### config.mk
export PLATFORM = sky130hd
export DESIGN_NAME = ppe_conv_sequencer
export DESIGN_NICKNAME = d
export VERILOG_FILES = /design/src/rtl/ppe_conv_sequencer.sv
export SDC_FILE = /design/constraint.sdc
export NUM_CORES = 1
export LEC_CHECK = 0
export CORE_MARGIN = 2
export CORE_UTILIZATION = 55
export DETAILED_ROUTE_END_ITERATION = 10
export GPL_TIMING_DRIVEN = 0
export PLACE_DENSITY = 0.76
export SETUP_SLACK_MARGIN = 0.05
export SYNTH_ARGS = -nofsm -noshare
export SYNTH_HDL_FRONTEND = slang
export SYNTH_SLANG_ARGS = --single-unit
### constraint.sdc
create_clock -name clk -period 3.3 [get_ports clk]
set_input_delay 0.495 -clock clk [delete_from_list [all_inputs] [get_ports clk]]
set_output_delay 0.495 -clock clk [all_outputs]
set_load 0.02 [all_outputs]
### src/rtl/ppe_conv_sequencer.sv
// ppe_conv_sequencer
// Sequences one PPE 1-D convolution: issues paired weight/input RF reads
// for each K-tap window, frames the MAC with clear/enable strobes as the
// responses return, and hands each finished window index downstream via a
// valid/ready handshake.
module ppe_conv_sequencer #(
    parameter int K          = 5,
    parameter int NUM_INPUTS = 25,
    parameter int W_AW       = 3,
    parameter int I_AW       = 5,
    parameter int CNT_W      = 5
) (
    input  logic             clk,
    input  logic             rst,
    input  logic             start,
    input  logic [CNT_W-1:0] n_out,
    input  logic             w_loaded,
    input  logic             i_loaded,
    output logic             busy,
    output logic             rd_valid,
    input  logic             rd_ready,
    output logic [W_AW-1:0]  w_raddr,
    output logic [I_AW-1:0]  i_raddr,
    input  logic             rsp_valid,
    output logic             mac_clr,
    output logic             mac_en,
    output logic             out_valid,
    input  logic             out_ready,
    output logic [CNT_W-1:0] out_idx,
    output logic             done,
    output logic             err
);

    // Largest legal output count: the last window must end on the last input.
    localparam int MAX_OUT = NUM_INPUTS - K + 1;
    // Outstanding reads range over 0..K.
    localparam int OST_W   = $clog2(K + 1);

    typedef enum logic [2:0] {
        S_IDLE,
        S_ISSUE,
        S_DRAIN,
        S_EMIT,
        S_FIN
    } state_t;

    state_t           state_reg;
    logic [W_AW-1:0]  k_iss_reg;
    logic [W_AW-1:0]  k_rsp_reg;
    logic [CNT_W-1:0] j_reg;
    logic [CNT_W-1:0] n_out_reg;
    logic [OST_W-1:0] ost_reg;

    logic in_run;
    logic rd_fire;
    logic rsp_fire;
    logic out_fire;
    logic start_ok;
    logic n_out_bad;
    logic last_iss;
    logic last_rsp;
    logic last_win;

    // Input RF address of tap k of window j; j+k never exceeds NUM_INPUTS-1
    // because n_out is range-checked on start.
    function automatic logic [I_AW-1:0] i_addr(input logic [CNT_W-1:0] jj,
                                               input logic [W_AW-1:0]  kk);
        return I_AW'(jj) + I_AW'(kk);
    endfunction

    // Handshake qualifiers and end-of-sequence decodes.
    always_comb begin
        in_run    = (state_reg == S_ISSUE) || (state_reg == S_DRAIN);
        rd_fire   = rd_valid && rd_ready;
        // A response only counts while a run is active and a read is in flight;
        // stray or post-reset responses are dropped here.
        rsp_fire  = in_run && rsp_valid && (ost_reg != '0);
        out_fire  = out_valid && out_ready;
        start_ok  = start && (state_reg == S_IDLE) && w_loaded && i_loaded;
        n_out_bad = (n_out == '0) || (n_out > CNT_W'(MAX_OUT));
        last_iss  = (k_iss_reg == W_AW'(K - 1));
        last_rsp  = (k_rsp_reg == W_AW'(K - 1));
        last_win  = (j_reg == (n_out_reg - 1'b1));
    end

    // MAC strobes follow the response directly so the product of this
    // response is accumulated in the same cycle it arrives.
    always_comb begin
        mac_en  = rsp_fire;
        mac_clr = rsp_fire && (k_rsp_reg == '0);
    end

    // Outstanding-read counter; an accept and a response in the same cycle cancel.
    always_ff @(posedge clk) begin
        if (rst) begin
            ost_reg <= '0;
        end else if (!in_run) begin
            ost_reg <= '0;
        end else begin
            case ({rd_fire, rsp_fire})
                2'b10:   ost_reg <= ost_reg + OST_W'(1);
                2'b01:   ost_reg <= ost_reg - OST_W'(1);
                default: ost_reg <= ost_reg;
            endcase
        end
    end

    // Main sequencer FSM with registered outputs.
    always_ff @(posedge clk) begin
        if (rst) begin
            state_reg <= S_IDLE;
            k_iss_reg <= '0;
            k_rsp_reg <= '0;
            j_reg     <= '0;
            n_out_reg <= '0;
            busy      <= 1'b0;
            rd_valid  <= 1'b0;
            w_raddr   <= '0;
            i_raddr   <= '0;
            out_valid <= 1'b0;
            out_idx   <= '0;
            done      <= 1'b0;
            err       <= 1'b0;
        end else begin
            err  <= 1'b0;
            done <= 1'b0;

            // Response tap counter wraps after the K-th response of a window.
            if (rsp_fire) begin
                k_rsp_reg <= last_rsp ? '0 : k_rsp_reg + 1'b1;
            end

            case (state_reg)
                S_IDLE: begin
                    if (start_ok) begin
                        if (n_out_bad) begin
                            err <= 1'b1;
                        end else begin
                            n_out_reg <= n_out;
                            j_reg     <= '0;
                            k_iss_reg <= '0;
                            k_rsp_reg <= '0;
                            state_reg <= S_ISSUE;
                            busy      <= 1'b1;
                            rd_valid  <= 1'b1;
                            w_raddr   <= '0;
                            i_raddr   <= '0;
                        end
                    end
                end

                S_ISSUE: begin
                    if (rd_fire) begin
                        if (last_iss) begin
                            k_iss_reg <= '0;
                            rd_valid  <= 1'b0;
                            state_reg <= S_DRAIN;
                        end else begin
                            k_iss_reg <= k_iss_reg + 1'b1;
                            w_raddr   <= k_iss_reg + 1'b1;
                            i_raddr   <= i_addr(j_reg, k_iss_reg + 1'b1);
                        end
                    end
                end

                S_DRAIN: begin
                    if (rsp_fire && last_rsp) begin
                        state_reg <= S_EMIT;
                        out_valid <= 1'b1;
                        out_idx   <= j_reg;
                    end
                end

                S_EMIT: begin
                    if (out_fire) begin
                        out_valid <= 1'b0;
                        if (last_win) begin
                            state_reg <= S_FIN;
                            done      <= 1'b1;
                        end else begin
                            // Next window starts issuing right after the handshake.
                            j_reg     <= j_reg + 1'b1;
                            state_reg <= S_ISSUE;
                            rd_valid  <= 1'b1;
                            w_raddr   <= '0;
                            i_raddr   <= i_addr(j_reg + 1'b1, '0);
                        end
                    end
                end

                S_FIN: begin
                    state_reg <= S_IDLE;
                    busy      <= 1'b0;
                end

                default: begin
                    state_reg <= S_IDLE;
                    busy      <= 1'b0;
                    rd_valid  <= 1'b0;
                    out_valid <= 1'b0;
                end
            endcase
        end
    end

endmodule
### Yosys cells after proc, flatten, opt, wreduce, memory -nomap -nowiden

Index checks and enable logic that the tools add are counted.
Widths: inputs -> output; s select.

* $add $sub $neg: 7
* $mul: 0
* div/mod/pow operators: 0
* $lt $le $gt $ge: 1
* eq/ne operators: 17
* shift-type cells: 0
* mux-type cells: 45
* bitwise logic cells: 9
* reduce and logical (&&, ||, !) cells: 34

Operators with widths (number)
* $mux 3: 20
* $mux 5: 6
* $pmux 5 s3: 1
* $ne 2x2->1 const B: 7
* $reduce_and 7->1: 2
* $pmux 3 s2: 2
* $pmux 3 s4: 1
* $reduce_or 3->1: 4
* $mux 1: 10
* $pmux 5 s2: 1
* $add 3x1->3 const B: 3
* $eq 3x3->1 const B: 3
* $logic_and 1x1->1: 9
* $not 1->1: 9
* $pmux 3 s3: 1
* $reduce_and 3->1: 3
* $eq 3x2->1 const B: 2
* $logic_not 3->1: 2
* $reduce_and 6->1: 1
* $reduce_bool 2->1: 3
* $reduce_bool 3->1: 2
* $add 5x1->5 const B: 1
* $add 5x3->5: 1
* $eq 5x5->1: 1
* 16 further kinds: 18

* bits in registers: 40
* latch bits: 0
* bits in writable memories: 0
* ROM bits: 0
* input bits: 13
* output and inout bits: 20
* word-level logic and storage cells: 127
* memories: 0

### Longest topological paths before layout

* word-level depth: 8
* gate-level depth with buffers: 9
* depth with buffers taken out: 8

### Least setup slack after synthesis

OpenSTA, ideal clock, no wires.

* path kind: reg-to-reg
* start point: register state_reg[0]
* end point: register ost_reg[2]
* library setup time: 70 ps
* arrival: 2814 ps
* required time: 3230 ps
* slack: 416 ps
* stages on the path, launching flop included: 10
* buffers on the path: 1
* period minus slack after synthesis: 2884 ps
* cell sequence: dfxtp_1 buf_4 xnor2_1 nor3_1 ha_1 inv_1 fa_1 xor2_1 or3_1 a21oi_1

* longest elaborated chain between the ends: 6
* elaborated cells on any way between the ends: 11
* classes of those cells: eq/ne: 4; mux: 1; bitwise: 1; reduce/logical: 5

RTL lines
* from (decl): line 47 `state_t state_reg;`
* from (signal assigned): line 111 `state_reg <= S_IDLE;`
* from (signal assigned): line 143 `state_reg <= S_ISSUE;`
* from (signal assigned): line 157 `state_reg <= S_DRAIN;`
* $eq 3x1->1 or $eq 3x2->1 (tied branches): line 73 `in_run = (state_reg == S_ISSUE) || (state_reg == S_DRAIN);`
* $logic_or 1x1->1 *: line 73
* $logic_and 1x1->1 * (2 in a row): line 77 `rsp_fire = in_run && rsp_valid && (ost_reg != '0);`
* net mac_en: line 26 `output logic mac_en,`
* $eq 2x1->1 or $eq 2x2->1 (tied branches): line 100 `case ({rd_fire, rsp_fire})`
* $pmux 3 s2 or $reduce_bool 2->1 (tied branches)
* to (signal assigned): line 101 `2'b10: ost_reg <= ost_reg + OST_W'(1);`
* to (signal assigned): line 102 `2'b01: ost_reg <= ost_reg - OST_W'(1);`
* to (signal assigned): line 103 `default: ost_reg <= ost_reg;`
* to (decl): line 52 `logic [OST_W-1:0] ost_reg;`

The timed path passes the listed nets; every way through them passes the cells marked *.
A chain may end at the register's enable or synchronous reset.

### Final worst setup path

* start point: input port rsp_valid
* end point: output port mac_clr

* longest elaborated chain between the ends: 3

RTL lines
* from (decl): line 24 `input logic rsp_valid,`
* $logic_and 1x1->1 (2 in a row): line 77
* $logic_and 1x1->1: line 90 `mac_clr = rsp_fire && (k_rsp_reg == '0);`
* to (decl): line 25 `output logic mac_clr,`

Every way passes these cells.

==> impl_metrics.csv <==
group,metric,value,unit
cts,cts-root-buf,"sky130_fd_sc_hd__clkbuf_8",
global_route,vias_in_the_first_global_route,2108,
place,dp.final_hpwl,3.98,mm
setup_path,critPathMaxFanout,7,
synth,yosys.area.top_type,"sky130_fd_sc_hd__dfxtp_1",
setup_path,cpMostUsedCell,"sky130_fd_sc_hd__clkdlybuf4s50_1",
synth,synth-seq-cells,40,
setup_path,timing.reg2reg.worst_path_depth,9,
sta,timing.max_slew.rel_slack,35.4,%
sta,period_share,88.1,%
finish,most-common-layout-cells,"40 x sky130_fd_sc_hd__dfxtp_1, 32 x sky130_fd_sc_hd__clkdlybuf4s50_1, 24 x sky130_fd_sc_hd__nor2_1",
finish,final.fill_count,363,
sta,rsz0062_at_grt,"no",
routing,antenna_violating_nets_post_route,0,
setup_path,timing.critical_path.from_type,"input port",
synth,synth.yosys.warnings,0,
finish,multi_input_comb_area,0.00143,mm2
finish,final_layout_size_suffix_gt1_share,9.21,%
synth,postSynthNetCount,289,
power,power.density_cell_area,345,mW/mm2
sta,period_needed,2.91,ns
cts,clk_latency,0.30,ns
setup_path,cpMaxStageDelayCell,"sky130_fd_sc_hd__clkdlybuf4s50_1",
floorplan,io-pin-count,33,
routing,wl,5.34,mm
cts,clkSinkCount,40,
finish,layout.area.seq,801,um2
place,dp_cells,346,
finish,antenna_cells_inserted,0,
place,total_of_buffers_placed_on_input_and_output_ports,32,
routing,avgRoutedWirePerCell,15.1,um
sta,tightest_slew,0.961,ns
cts,postCtsSetupBuffers,0,
place,final_gp_congestion,0.832,
sta,fmax,344,MHz
power,static-leakage-power,1.05,nW
sta,drv_slew,0,
synth,synth_top_area_share,33.6,%
power,vdd_ir_drop_max,0.225,mV
global_route,number_of_antenna_violations_at_the_first_check_in_global_routing,0,
setup_path,critical_path.reg2reg.startpoint,"state_reg[0]",
synth,syn-cell-area,0.00238,mm2
worst_hold_path,min_from,"i_raddr[3]",
global_route,largest_net_degree_at_the_start_of_global_routing,12,
routing,vias_per_cell,5.84,
synth,ys_dominant_reg_cell,"sky130_fd_sc_hd__dfxtp_1",
setup_path,timing.critical_path.to_type,"primary output",
floorplan,dieHeight,69.9,um
setup_path,reg2reg_to,"ost_reg[2]",
cts,cts-root-to-sink-buffers,2,
routing,drc,0,
routing,first_iter_violations,170,
setup_path,critical_path.startpoint,"rsp_valid",
cts,path_clk_slew,0.08,ns
job,max-cap-violations,0,
cts,cts_hold_buffers,0,
floorplan,chip_width,69.9,um
global_route,globalRouteOverflowTotal,0,
global_route,first_pass_grt_wire_length,9.58,mm
setup_path,critPathArrivalTime,2.41,ns
sta,fin_skew,0.00833,ns
sta,setup_tns,0,ns
synth,synth-async-reset-ratio,0,%
floorplan,start_util,58.4,%
setup_path,critical_path.max_stage_delay,0.60,ns
setup_path,cp_cell_sequence,"clkdlybuf4s50_1, o31ai_1, nor3_2, and3b_1, clkdlybuf4s50_1",
finish,area_delta_synth_final,20.0,%
worst_hold_path,holdCritPathClass,"reg2reg",
synth,synth.area.top_cells,"sky130_fd_sc_hd__dfxtp_1 34%, sky130_fd_sc_hd__mux2i_1 5.9%, sky130_fd_sc_hd__ha_1 5.2%, sky130_fd_sc_hd__a21oi_1 4.0%, sky130_fd_sc_hd__nor2_1 3.8%",
cts,clock_tree_from_tritoncts,"yes",
synth,synth_cells,264,
cts,clock_tree.htree_level_count,2,
sta,final_hold_viol_count,0,
worst_hold_path,timing.hold.worst_path_depth,2,
synth,synthesis.area_per_instance,9.03,um2
floorplan,floorplan.die_area,0.00488,mm2
finish,fin_cells,354,
setup_path,critical_path_required,2.80,ns
power,power.total,0.989,mW
finish,layout_commonest_cell,"sky130_fd_sc_hd__dfxtp_1",
synth,yosys.cell_types.count,55,
synth,synth-seq-area-share,33.6,%
routing,num_vias,2069,
synth,synth-edff-count,0,
status,outcome,"finished, final reports clean",
global_route,grtUsageTotal,24.0,%
floorplan,core_area,0.00409,mm2
routing,drt_pre_antenna_iters,4,
worst_hold_path,hold-path-endpoint,"i_raddr[3]",
cts,cts_inserted_buffers,5,
floorplan,floorplan.rows,23,
sta,final-setup-viol-count,0,
finish,final_net_count,328,
setup_path,criticalPathCategory,"in2out",
setup_path,ff2ff_setup_slack,0.75,ns
==> worst max-delay path by stage <==
stage	to	slack, ns	cells after the start
6_report	mac_clr	0.39	5
3_5_place_dp	ost_reg[2]	0.07	9
3_3_place_gp	ost_reg[2]	0.11	9
4_1_cts	mac_clr	0.11	5
2_1_floorplan	ost_reg[2]	0.42	9
5_1_grt	mac_clr	0.30	5
==> timing repair <==
item	in CTS	in global routing
resized for setup	0	1
setup endpoints to repair	0	1
hold endpoints to repair	0	0
==> worst max-delay path: cells and delay by family <==
family                 cells  cell delay [ns]
buffers and inverters      2             1.05
AO/OA/AOI/OAI              1             0.13
AND/OR/NAND/NOR            2             0.73
==> logic make-up after synthesis <==
logic type / count (synthesis) / synth area share [%]
DFF: 40 / 33.6
buffers and inverters: 30 / 6.56
AOI/OAI and AO/OA: 64 / 18.8
xor gates and xnor gates: 13 / 5.09
and+or+nand+nor: 87 / 20.6
adders and majority gates: 12 / 6.93
muxes: 18 / 8.39
==> cell type report <==
class,count,share of cell area [%]
multi-input combinational,194,50.0
sequential,40,28.0
timing repair buffer,32,11.2
buffer,15,3.50
clock buffer,8,3.15
tap,50,2.19
inverter,15,1.97
==> metal layers <==
layer  track usage (%)  share of wire [%]  vias to the layer above
met2              39.5                 47                       60
met5                 0                  0                        -
met4              8.12                1.6                        0
li1                  -                  -                     1037
met3              4.91                5.5                        9
met1              31.4                 46                      963
==> where the power goes <==
group	switching [mW]	leakage, nW	internal (mW)	total [mW]
logic	0.0866	0.681	0.0664	0.153
clock network	0.169	0.0455	0.171	0.340
registers	0.00624	0.323	0.490	0.496
==> through the flow <==
step	hold WS [ns]	setup slack, ns	cell area [um2]	utilization (%)
floorplan	0.460	0.416	2380	-
global placement	0.447	0.109	2770	67.7
detailed placement	0.455	0.0744	2770	67.7
CTS	0.465	0.112	2860	69.9
global route	0.496	0.301	2860	70.1
finish	0.466	0.393	2860	70.1
==> Yosys cell counts (2+ instances only) <==
master	n
sky130_fd_sc_hd__o31ai_1	9
sky130_fd_sc_hd__or3_1	4
sky130_fd_sc_hd__a21oi_1	19
sky130_fd_sc_hd__mux2i_1	14
sky130_fd_sc_hd__a211oi_1	3
sky130_fd_sc_hd__o21ai_0	4
sky130_fd_sc_hd__and3_1	2
sky130_fd_sc_hd__a211o_1	2
sky130_fd_sc_hd__and2_1	4
sky130_fd_sc_hd__inv_1	15
sky130_fd_sc_hd__o211ai_1	3
sky130_fd_sc_hd__a21o_1	3
sky130_fd_sc_hd__a22oi_1	3
sky130_fd_sc_hd__o22ai_1	3
sky130_fd_sc_hd__nor2b_1	9
sky130_fd_sc_hd__dfxtp_1	40
sky130_fd_sc_hd__buf_4	3
sky130_fd_sc_hd__mux2_4	4
sky130_fd_sc_hd__nor2_1	24
sky130_fd_sc_hd__nand2b_1	4
sky130_fd_sc_hd__nor4_1	2
sky130_fd_sc_hd__nor3_1	12
sky130_fd_sc_hd__xor2_1	5
sky130_fd_sc_hd__ha_1	10
sky130_fd_sc_hd__buf_2	2
sky130_fd_sc_hd__nand4_1	2
sky130_fd_sc_hd__buf_6	4
sky130_fd_sc_hd__clkbuf_1	5
sky130_fd_sc_hd__nand2_1	7
sky130_fd_sc_hd__fa_1	2
sky130_fd_sc_hd__o41ai_1	5
sky130_fd_sc_hd__xnor2_1	7
sky130_fd_sc_hd__nand3_1	7
Note: power is estimated with default switching activity, not from simulation.
